<file path="src/rtl/spi_ws2812_chain.sv">
// SPI mode-0 slave that captures a frame of 24-bit GRB words into a pixel buffer and
// replays it as a WS2812B bit stream. Optional per-frame dimming: SPI_WS2812_BRIGHTNESS_EN.
module spi_ws2812_chain #(
   parameter int NUM_LEDS  = 8,
   parameter int BIT_CYC   = 20,
   parameter int T0H_CYC   = 6,
   parameter int T1H_CYC   = 10,
   parameter int RESET_CYC = 1000
) (
   input  logic                            sys_clk,
   input  logic                            sys_rst,
   input  logic                            spi_sclk,
   input  logic                            spi_mosi,
   input  logic                            spi_cs_n,
`ifdef SPI_WS2812_BRIGHTNESS_EN
   input  logic [7:0]                      brightness,
`endif
   output logic                            dout,
   output logic                            busy,
   output logic                            frame_err,
   output logic [$clog2(NUM_LEDS+1)-1:0]   led_count
);

   localparam int CNT_W = $clog2(NUM_LEDS + 1);
   localparam int PIX_W = (NUM_LEDS > 1) ? $clog2(NUM_LEDS) : 1;
   localparam int PER_W = (BIT_CYC > 1) ? $clog2(BIT_CYC) : 1;
   localparam int LAT_W = (RESET_CYC > 1) ? $clog2(RESET_CYC) : 1;

   typedef enum logic [1:0] {
      ST_IDLE  = 2'd0,
      ST_HIGH  = 2'd1,
      ST_LOW   = 2'd2,
      ST_LATCH = 2'd3
   } tx_state_t;

`ifdef SPI_WS2812_BRIGHTNESS_EN
   function automatic logic [7:0] scale8(input logic [7:0] c, input logic [7:0] b);
      logic [16:0] p;
      p = 17'(c) * (17'(b) + 17'd1);
      return 8'(p >> 8);
   endfunction
`endif

   logic [2:0]        sclk_q;
   logic [2:0]        cs_q;
   logic [1:0]        mosi_q;
   logic [4:0]        bit_cnt_q;
   logic [22:0]       shift_q;
   logic [CNT_W-1:0]  pix_wr_q;
   logic              rx_blk_q;
   logic              commit_pend_q;
   logic [23:0]       buf_q [NUM_LEDS];

   tx_state_t         state_q, state_d;
   logic [PER_W-1:0]  per_q, per_d;
   logic [4:0]        bit_q, bit_d;
   logic [CNT_W-1:0]  pix_rd_q, pix_rd_d;
   logic [LAT_W-1:0]  lat_q, lat_d;
   logic              busy_q, busy_d;
   logic [CNT_W-1:0]  led_count_q, led_count_d;
   logic              frame_err_q, frame_err_d;
   logic              dout_q, dout_d;

   logic              sclk_rise_s;
   logic              cs_fall_s;
   logic              cs_rise_s;
   logic              rx_take_s;
   logic              wr_en_s;
   logic              good_s;
   logic              bad_s;
   logic [23:0]       pix_word_s;
   logic              tx_bit_s;
   logic [PER_W-1:0]  hi_last_s;

   // Input synchronisers; the third stage of sclk/cs is the edge-detect history
   always_ff @(posedge sys_clk or posedge sys_rst) begin
      if (sys_rst) begin
         sclk_q <= 3'b000;
         cs_q   <= 3'b111;
         mosi_q <= 2'b00;
      end else begin
         sclk_q <= {sclk_q[1:0], spi_sclk};
         cs_q   <= {cs_q[1:0], spi_cs_n};
         mosi_q <= {mosi_q[0], spi_mosi};
      end
   end

   // Edge strobes; bits are gated by the previous cs so a same-cycle cs rise keeps the last bit
   always_comb begin
      sclk_rise_s = sclk_q[1] & ~sclk_q[2];
      cs_fall_s   = ~cs_q[1] & cs_q[2];
      cs_rise_s   = cs_q[1] & ~cs_q[2];
      rx_take_s   = sclk_rise_s & ~cs_q[2] & (pix_wr_q != CNT_W'(NUM_LEDS));
      wr_en_s     = rx_take_s & (bit_cnt_q == 5'd23) & ~rx_blk_q;
   end

   // SPI receive counters; commit is judged one cycle after cs rise, after any final write
   always_ff @(posedge sys_clk or posedge sys_rst) begin
      if (sys_rst) begin
         bit_cnt_q     <= 5'd0;
         shift_q       <= 23'd0;
         pix_wr_q      <= '0;
         rx_blk_q      <= 1'b0;
         commit_pend_q <= 1'b0;
      end else begin
         commit_pend_q <= cs_rise_s;
         if (cs_fall_s) begin
            bit_cnt_q <= 5'd0;
            pix_wr_q  <= '0;
            rx_blk_q  <= busy_q;
         end else if (rx_take_s) begin
            shift_q <= {shift_q[21:0], mosi_q[1]};
            if (bit_cnt_q == 5'd23) begin
               bit_cnt_q <= 5'd0;
               pix_wr_q  <= pix_wr_q + CNT_W'(1);
            end else begin
               bit_cnt_q <= bit_cnt_q + 5'd1;
            end
         end
      end
   end

   // Pixel buffer write port; contents survive reset
   always_ff @(posedge sys_clk) begin
      if (wr_en_s) begin
         buf_q[pix_wr_q[PIX_W-1:0]] <= {shift_q, mosi_q[1]};
      end
   end

`ifdef SPI_WS2812_BRIGHTNESS_EN
   logic [7:0] bright_q;

   // Brightness is frozen for the whole transmission
   always_ff @(posedge sys_clk or posedge sys_rst) begin
      if (sys_rst) begin
         bright_q <= 8'd0;
      end else if (good_s) begin
         bright_q <= brightness;
      end
   end

   // Scaled pixel word currently on the wire
   always_comb begin
      pix_word_s = buf_q[pix_rd_q[PIX_W-1:0]];
      pix_word_s = {scale8(pix_word_s[23:16], bright_q),
                    scale8(pix_word_s[15:8],  bright_q),
                    scale8(pix_word_s[7:0],   bright_q)};
   end
`else
   // Raw pixel word currently on the wire
   always_comb begin
      pix_word_s = buf_q[pix_rd_q[PIX_W-1:0]];
   end
`endif

   // Frame acceptance and current bit high time
   always_comb begin
      good_s    = commit_pend_q & (bit_cnt_q == 5'd0) & (pix_wr_q != '0) & ~busy_q & ~rx_blk_q;
      bad_s     = commit_pend_q & ~good_s;
      tx_bit_s  = pix_word_s[bit_q];
      hi_last_s = tx_bit_s ? PER_W'(T1H_CYC - 1) : PER_W'(T0H_CYC - 1);
   end

   // TX next-state: HIGH/LOW share one period counter so bits abut with no gap
   always_comb begin
      state_d     = state_q;
      per_d       = per_q;
      bit_d       = bit_q;
      pix_rd_d    = pix_rd_q;
      lat_d       = lat_q;
      busy_d      = busy_q;
      led_count_d = led_count_q;
      frame_err_d = bad_s;
      dout_d      = 1'b0;
      case (state_q)
         ST_IDLE: begin
            if (good_s) begin
               state_d     = ST_HIGH;
               per_d       = '0;
               bit_d       = 5'd23;
               pix_rd_d    = '0;
               busy_d      = 1'b1;
               led_count_d = pix_wr_q;
            end else begin
               state_d = ST_IDLE;
            end
         end
         ST_HIGH: begin
            dout_d = 1'b1;
            per_d  = per_q + PER_W'(1);
            if (per_q == hi_last_s) begin
               state_d = ST_LOW;
            end else begin
               state_d = ST_HIGH;
            end
         end
         ST_LOW: begin
            if (per_q == PER_W'(BIT_CYC - 1)) begin
               per_d   = '0;
               state_d = ST_HIGH;
               if (bit_q == 5'd0) begin
                  bit_d = 5'd23;
                  if (pix_rd_q == led_count_q - CNT_W'(1)) begin
                     state_d = ST_LATCH;
                     lat_d   = '0;
                  end else begin
                     pix_rd_d = pix_rd_q + CNT_W'(1);
                  end
               end else begin
                  bit_d = bit_q - 5'd1;
               end
            end else begin
               per_d = per_q + PER_W'(1);
            end
         end
         ST_LATCH: begin
            if (lat_q == LAT_W'(RESET_CYC - 1)) begin
               state_d = ST_IDLE;
               busy_d  = 1'b0;
            end else begin
               lat_d = lat_q + LAT_W'(1);
            end
         end
         default: begin
            state_d = ST_IDLE;
            busy_d  = 1'b0;
         end
      endcase
   end

   // TX state and registered outputs
   always_ff @(posedge sys_clk or posedge sys_rst) begin
      if (sys_rst) begin
         state_q     <= ST_IDLE;
         per_q       <= '0;
         bit_q       <= 5'd0;
         pix_rd_q    <= '0;
         lat_q       <= '0;
         busy_q      <= 1'b0;
         led_count_q <= '0;
         frame_err_q <= 1'b0;
         dout_q      <= 1'b0;
      end else begin
         state_q     <= state_d;
         per_q       <= per_d;
         bit_q       <= bit_d;
         pix_rd_q    <= pix_rd_d;
         lat_q       <= lat_d;
         busy_q      <= busy_d;
         led_count_q <= led_count_d;
         frame_err_q <= frame_err_d;
         dout_q      <= dout_d;
      end
   end

   assign dout      = dout_q;
   assign busy      = busy_q;
   assign frame_err = frame_err_q;
   assign led_count = led_count_q;

endmodule

</file>
<file path="config.mk">
export PLATFORM = sky130hd
export DESIGN_NAME = spi_ws2812_chain
export DESIGN_NICKNAME = d
export VERILOG_FILES = /design/src/rtl/spi_ws2812_chain.sv
export SDC_FILE = /design/constraint.sdc
export NUM_CORES = 1
export LEC_CHECK = 0
export CAP_MARGIN = 30
export CORE_MARGIN = 4
export CORE_UTILIZATION = 59
export CTS_BUF_LIST = sky130_fd_sc_hd__clkbuf_8
export CTS_CLUSTER_SIZE = 16
export DETAILED_ROUTE_END_ITERATION = 7
export MAX_ROUTING_LAYER = met4
export PLACE_DENSITY = 0.88
export SKIP_CTS_REPAIR_TIMING = 1
export SYNTH_ARGS = -nofsm -noshare
export SYNTH_HDL_FRONTEND = slang
export SYNTH_SLANG_ARGS = --single-unit
</file>
<file path="constraint.sdc">
create_clock -name sys_clk -period 3.43 [get_ports sys_clk]
set_clock_uncertainty 0.05 [all_clocks]
set_input_delay 0.5145 -clock sys_clk [delete_from_list [all_inputs] [get_ports sys_clk]]
set_output_delay 0.5145 -clock sys_clk [all_outputs]
set_load 0.03 [all_outputs]
</file>
======== Word level (Yosys, flattened, before mapping) ========
Memories as Yosys holds them, arrays and structs flattened.
Index checks and enable logic that the tools add are counted.
operators by class
  $add $sub $neg .......................... 7
  magnitude comparators ................... 1
  equality and inequality tests ........... 16
  bitwise gates (word level) .............. 19
  mux-type cells .......................... 39
  reductions and logical operators ........ 19
operators by type and width
  operator                                                                      number
  10-bit two-way mux                                                            4
  5-bit two-way mux                                                             8
  4-bit two-way mux                                                             8
  10-bit one-hot mux with 2 select lines                                        1
  5-bit one-hot mux with 3 select lines                                         1
  2-bit inequality test, second input constant                                  7
  1-bit AND                                                                     12
  10-bit by 1-bit adder with 10-bit output, second input constant               1
  5-bit by 1-bit adder with 5-bit output, second input constant                 2
  10-bit equality test, second input constant                                   1
  5-bit equality test, second input constant                                    2
  5-bit logical NOT                                                             2
  2-bit two-way mux                                                             5
  5-bit one-hot mux with 2 select lines                                         1
  2-bit AND reduction                                                           5
  5-bit AND reduction                                                           2
  2-bit nonzero test                                                            5
  4-bit by 1-bit adder with 4-bit output, second input constant                 2
  2-bit one-hot mux with 4 select lines                                         1
  4-bit one-hot mux with 2 select lines                                         1
  1-bit two-way mux                                                             7
  1-bit NOT                                                                     7
  5-bit by 6-bit less-than comparator with 1-bit output, second input constant  1
  3-bit AND reduction                                                           2
  12 further kinds                                                              13
word-level totals
  output and inout port bits .............. 7
  memory bits (writable) .................. 192
  register bits after elaboration ......... 75
  word-level logic and storage cells ...... 119
  memories kept ........................... 1
  bits of input ports ..................... 5
memory list
  memory  words  width  rd ports  clocked after memory_dff  wr ports  RTL line  text
  buf_q   8      24     1         0                         1         52        logic [23:0] buf_q [NUM_LEDS];

======== Longest topological paths before layout ========
  depth in word-level cells ............... 8
  mapped depth ............................ 12
  mapped depth without buffers ............ 10

======== Worst setup path before layout ========
Ideal clock, no wire load.
  path kind ............................... flip-flop to flip-flop
  start ................................... register bit_cnt_q[0]
  end ..................................... memory buf_q[0][0] (enable)
  setup slack ............................. -0.118 ns
  data arrival time ....................... 3.063 ns
  period minus slack after synthesis ...... 3.548 ns
  cell stages (with the launch flop) ...... 8
  path buffers ............................ 0
  cells stage by stage .................... dfrtp_1 > ha_1 > nand2_1 > nor3b_1 > nand2_1 > nor2_1 > nand2_1 > nor3_1
between the ends
  word-level cells in the longest chain between the ends .. 5
ends and longest elaborated chain
  what                                     RTL line  text
  start, declared                          47        logic [4:0] bit_cnt_q;
  start signal, assigned                   117       bit_cnt_q <= bit_cnt_q + 5'd1;
  5-bit equality test                      94        wr_en_s = rx_take_s & (bit_cnt_q == 5'd23) & ~rx_blk_q;
  1-bit AND (2 in a row)                   94
  1-bit two-way mux                        125       if (wr_en_s) begin
  1-bit two-way mux (implied by the code)  126       buf_q[pix_wr_q[PIX_W-1:0]] <= {shift_q, mosi_q[1]};
  end, declared                            52
No other way between the ends.

======== Final worst setup path ========
  start ................................... register pix_rd_q[2]
  end ..................................... register state_q[1]
between the ends
  word-level cells in the longest chain between the ends .. 7
  elaborated cells between the ends (all ways) .. 11
ends and longest elaborated chain
  what                                            RTL line  text
  start, declared                                 57        logic [CNT_W-1:0] pix_rd_q, pix_rd_d;
  start signal, assigned                          247       pix_rd_q <= pix_rd_d;
  memory 8 x 24 bit                               -
  1-bit binary-select mux with 5-bit select       160       tx_bit_s = pix_word_s[bit_q];
  1-bit two-way mux (implied by the code)         160
  4-bit two-way mux                               161       hi_last_s = tx_bit_s ? PER_W'(T1H_CYC - 1) : PER_W'(T0H_CYC - 1);
  5-bit by 4-bit equality test with 1-bit output  191       if (per_q == hi_last_s) begin
  2-bit two-way mux                               191
  2-bit one-hot mux with 4 select lines *         175       case (state_q)
  end signal, assigned                            244       state_q <= state_d;
  end, declared                                   54        tx_state_t state_q, state_d;
Mark *: on every way between the ends. The rest lies on a longest branch, timed or not. The select of a mux whose other input is x is not followed.
A chain may end at the register's enable or synchronous reset.

==> metrics.md <==
| Metric | Value |
|---|---|
| CTS clk-pin slew, worst paths | `about 0.070 ns` |
| Remaining DRCs | `0` |
| # IOs | `12` |
| VDD IR max | `about 0.5 mV` |
| Detailed Route WL | `22900 um` |
| GRT overflow | `0` |
| Number of synthesized flops with an enable pin | `192` |
| Sequential area share after synthesis | `0.696` |
| Peak Freq | `335 MHz` |
| Drt pass-1 iters | `7` |
| CTS Sinks | `267` |
| Yosys warning count | `0` |
| Largest net degree at the start of global routing | `46` |
| Mapped cell area | `0.0110 sq mm` |
| CTS H-tree depth | `2` |
| Unrepaired setup endpoints after global routing | `no` |
| Pwr per Cell Area | `497 mW/mm^2` |
| WL per Instance | `22.2 um` |
| Library cells used by synthesis | `60` |
| Starting Density | `0.605` |
| Fin crit share | `0.870` |
| Post-layout min period | `2.98 ns` |
| Chip Width | `144 um` |
| DR iter-0 viols | `717` |
| Post-route setup TNS | `0 ns` |
| Worst-Margin Slew | `~0.79 ns` |
| Leakage | `4.54 nW` |
| Initial antenna violation count | `0` |
| Main synth FF type | `edfxtp_1` |
| CTS Buf Count | `40` |
| Crit Path Class | `reg -> reg` |
| Area of the core | `~0.018 sq mm` |
| FP Rows | `49` |
| Final HPWL DP | `between 10000 and 15000 um` |
| Worst Hold Class | `in -> async` |
| I/O Buffers | `11` |
| Max Buffers Root-to-Sink | `3` |
| Root Driver | `clkbuf_8` |
| Nets | `794` |
| Final Hold Fails | `0` |
| Share of the synthesized area in the top cell type | `0.525` |
| Die Ht | `144 um` |
| DIE AREA | `0.0209 sq mm` |
| CP required | `3.81 ns` |
| First-pass GRT wire length | `36700 um` |
| Vias per cell | `6.21` |
| Syn avg cell area | `15.1 sq um` |
| GPL Wtd Cong | `0.884` |
| Largest cells by area after synthesis | `edfxtp_1, dfrtp_1, mux4_2, nand2_1, mux2i_1` |
| Area delta synth->final | `11.7%` |
| CP startpoint kind | `flip-flop` |
| Mapped Nets | `747` |
| Via count | `6426` |
| Antenna-violating nets left | `0` |
| Finish-stage setup viols | `0` |
| Async S/R FF share, synth | `0.281` |
| Max-Cap Viols | `0` |
| Fraction of layout cells with a size suffix above 1 | `0.178` |
| Cell accounting for the most synthesized area | `edfxtp_1` |
| Seq cells post-synth | `267` |
| Max_slew headroom | `0.471` |
| CTS tree | `built` |
| CP endpoint kind | `flip-flop` |
| Worst Path Max Fanout | `13` |
| # diodes | `0` |
| Status | `finished clean` |
| Mapped Cells | `726` |
| Global-route usage over all layers | `0.239` |
| Clock latency on the worst-skew pair | `roughly 0.54 ns` |
| CP arrival | `around 3.4 ns` |
| Vias in the first global route | `about 6700` |
| Slew Limit Fails | `0` |
| Total power | `0.00609 W` |
==> critical path: stages, from the launching register on <==
cell,delay [ns]
dfrtp_1,0.71
nor2b_1,0.69
a22oi_1,0.21
a22oi_1,0.20
o21ai_0,0.16
a211oi_1,0.33
or3_1,0.18
o211ai_1,0.14
a21o_1,0.19
==> state kept, by name, summed over array words and instances (netlist names), 2 cells and up <==
name and count:
lat_q 10, bit_cnt_q 5, cs_q 3, pix_rd_q 4
per_q 5, bit_q 5, shift_q 23, pix_wr_q 4
mosi_q 2, state_q 2, led_count 4, sclk_q 3
buf_q 192
==> through the flow <==
stage	cell area [sq um]	utilization	std cells	worst slack, ns	hold slack, ns
3_5_place_dp	11500	0.634	960	0.542	0.290
2_1_floorplan	11000	-	726	0.524	0.281
6_report	12300	0.676	1034	0.446	0.250
4_1_cts	12300	0.676	1034	0.534	0.242
3_3_place_gp	11500	0.634	960	0.692	0.287
5_1_grt	12300	0.676	1034	0.284	0.292
==> cells by family after synthesis <==
logic type,count (synthesis),synth area share
AO/OA/AOI/OAI,76,0.0462
AND/OR/NAND/NOR,225,0.0951
buffers and inverters,48,0.0205
adder cells (fa/ha/maj),16,0.0182
flip-flops,267,0.696
multiplexers,74,0.108
XOR/XNOR,20,0.0159
==> final cells by class <==
class,instances,area [sq um]
Tap cell,229,287
Multi-Input combinational cell,411,3150
Clock inverter,26,109
Sequential cell,267,7650
Timing Repair Buffer,34,345
Fill cell,1129,5870
Inverter,19,72.6
Clock buffer,48,661
==> metal layers <==
metal | GRT usage | vias up | routed length (um)
met4 | 0.103 | 0 | 794
met5 | - | - | 0
met1 | 0.311 | 3206 | 8860
met2 | 0.377 | 328 | 11400
li1 | - | 2816 | -
met3 | 0.0430 | 76 | 1890
==> report_power, final <==
group	internal, W	total [W]	switching [W]
registers	0.00353	0.00360	0.0000699
logic	0.0000228	0.0000730	0.0000501
clock network	0.00127	0.00242	0.00115
==> cell usage after synthesis (all sizes together) (2+ instances only) <==
| library cell | n |
|---|---|
| inv | 19 |
| nor3 | 13 |
| ha | 16 |
| a22oi | 14 |
| nor4bb | 3 |
| nand4b | 2 |
| o311ai | 2 |
| mux2 | 5 |
| and3 | 2 |
| nand2 | 113 |
| nor3b | 2 |
| edfxtp | 192 |
| dfrtp | 72 |
| nand4 | 8 |
| clkbuf | 14 |
| nand3 | 14 |
| and2 | 3 |
| xor2 | 10 |
| nor2b | 10 |
| dfstp | 3 |
| or4 | 2 |
| a211oi | 2 |
| buf | 15 |
| o211ai | 4 |
| o41ai | 2 |
| a21oi | 13 |
| mux2i | 34 |
| nor2 | 41 |
| nand2b | 2 |
| a221oi | 2 |
| xnor2 | 10 |
| mux4 | 35 |
| a31oi | 5 |
| a211o | 2 |
| o31ai | 4 |
| a21o | 2 |
| o21ai | 20 |
| or2 | 2 |
| or3 | 3 |
==> path summary, 6_finish.rpt <==
path	start	endpoint	slack [ns]	cells after the start
min in group sys_clk	mosi_q[0]	mosi_q[1]	0.30	0
hold / removal	sys_rst	led_count[1]	0.25	2
hold reg to reg	mosi_q[0]	mosi_q[1]	0.30	0
setup / recovery	pix_rd_q[2]	state_q[1]	0.45	8
setup reg to reg	pix_rd_q[2]	state_q[1]	0.45	8
max in group asynchronous	sys_rst	shift_q[18]	1.95	4
==> placed cells by master (no fill, tap or decap), types with 16 or more instances in the layout <==
master	n
inv_1	32
ha_1	16
dfrtp_1	70
o21ai_0	19
mux2i_1	34
nor2_1	35
buf_4	18
edfxtp_1	192
clkbuf_8	48
mux4_2	35
nand2_1	113
(Power assumes the default switching activity.)
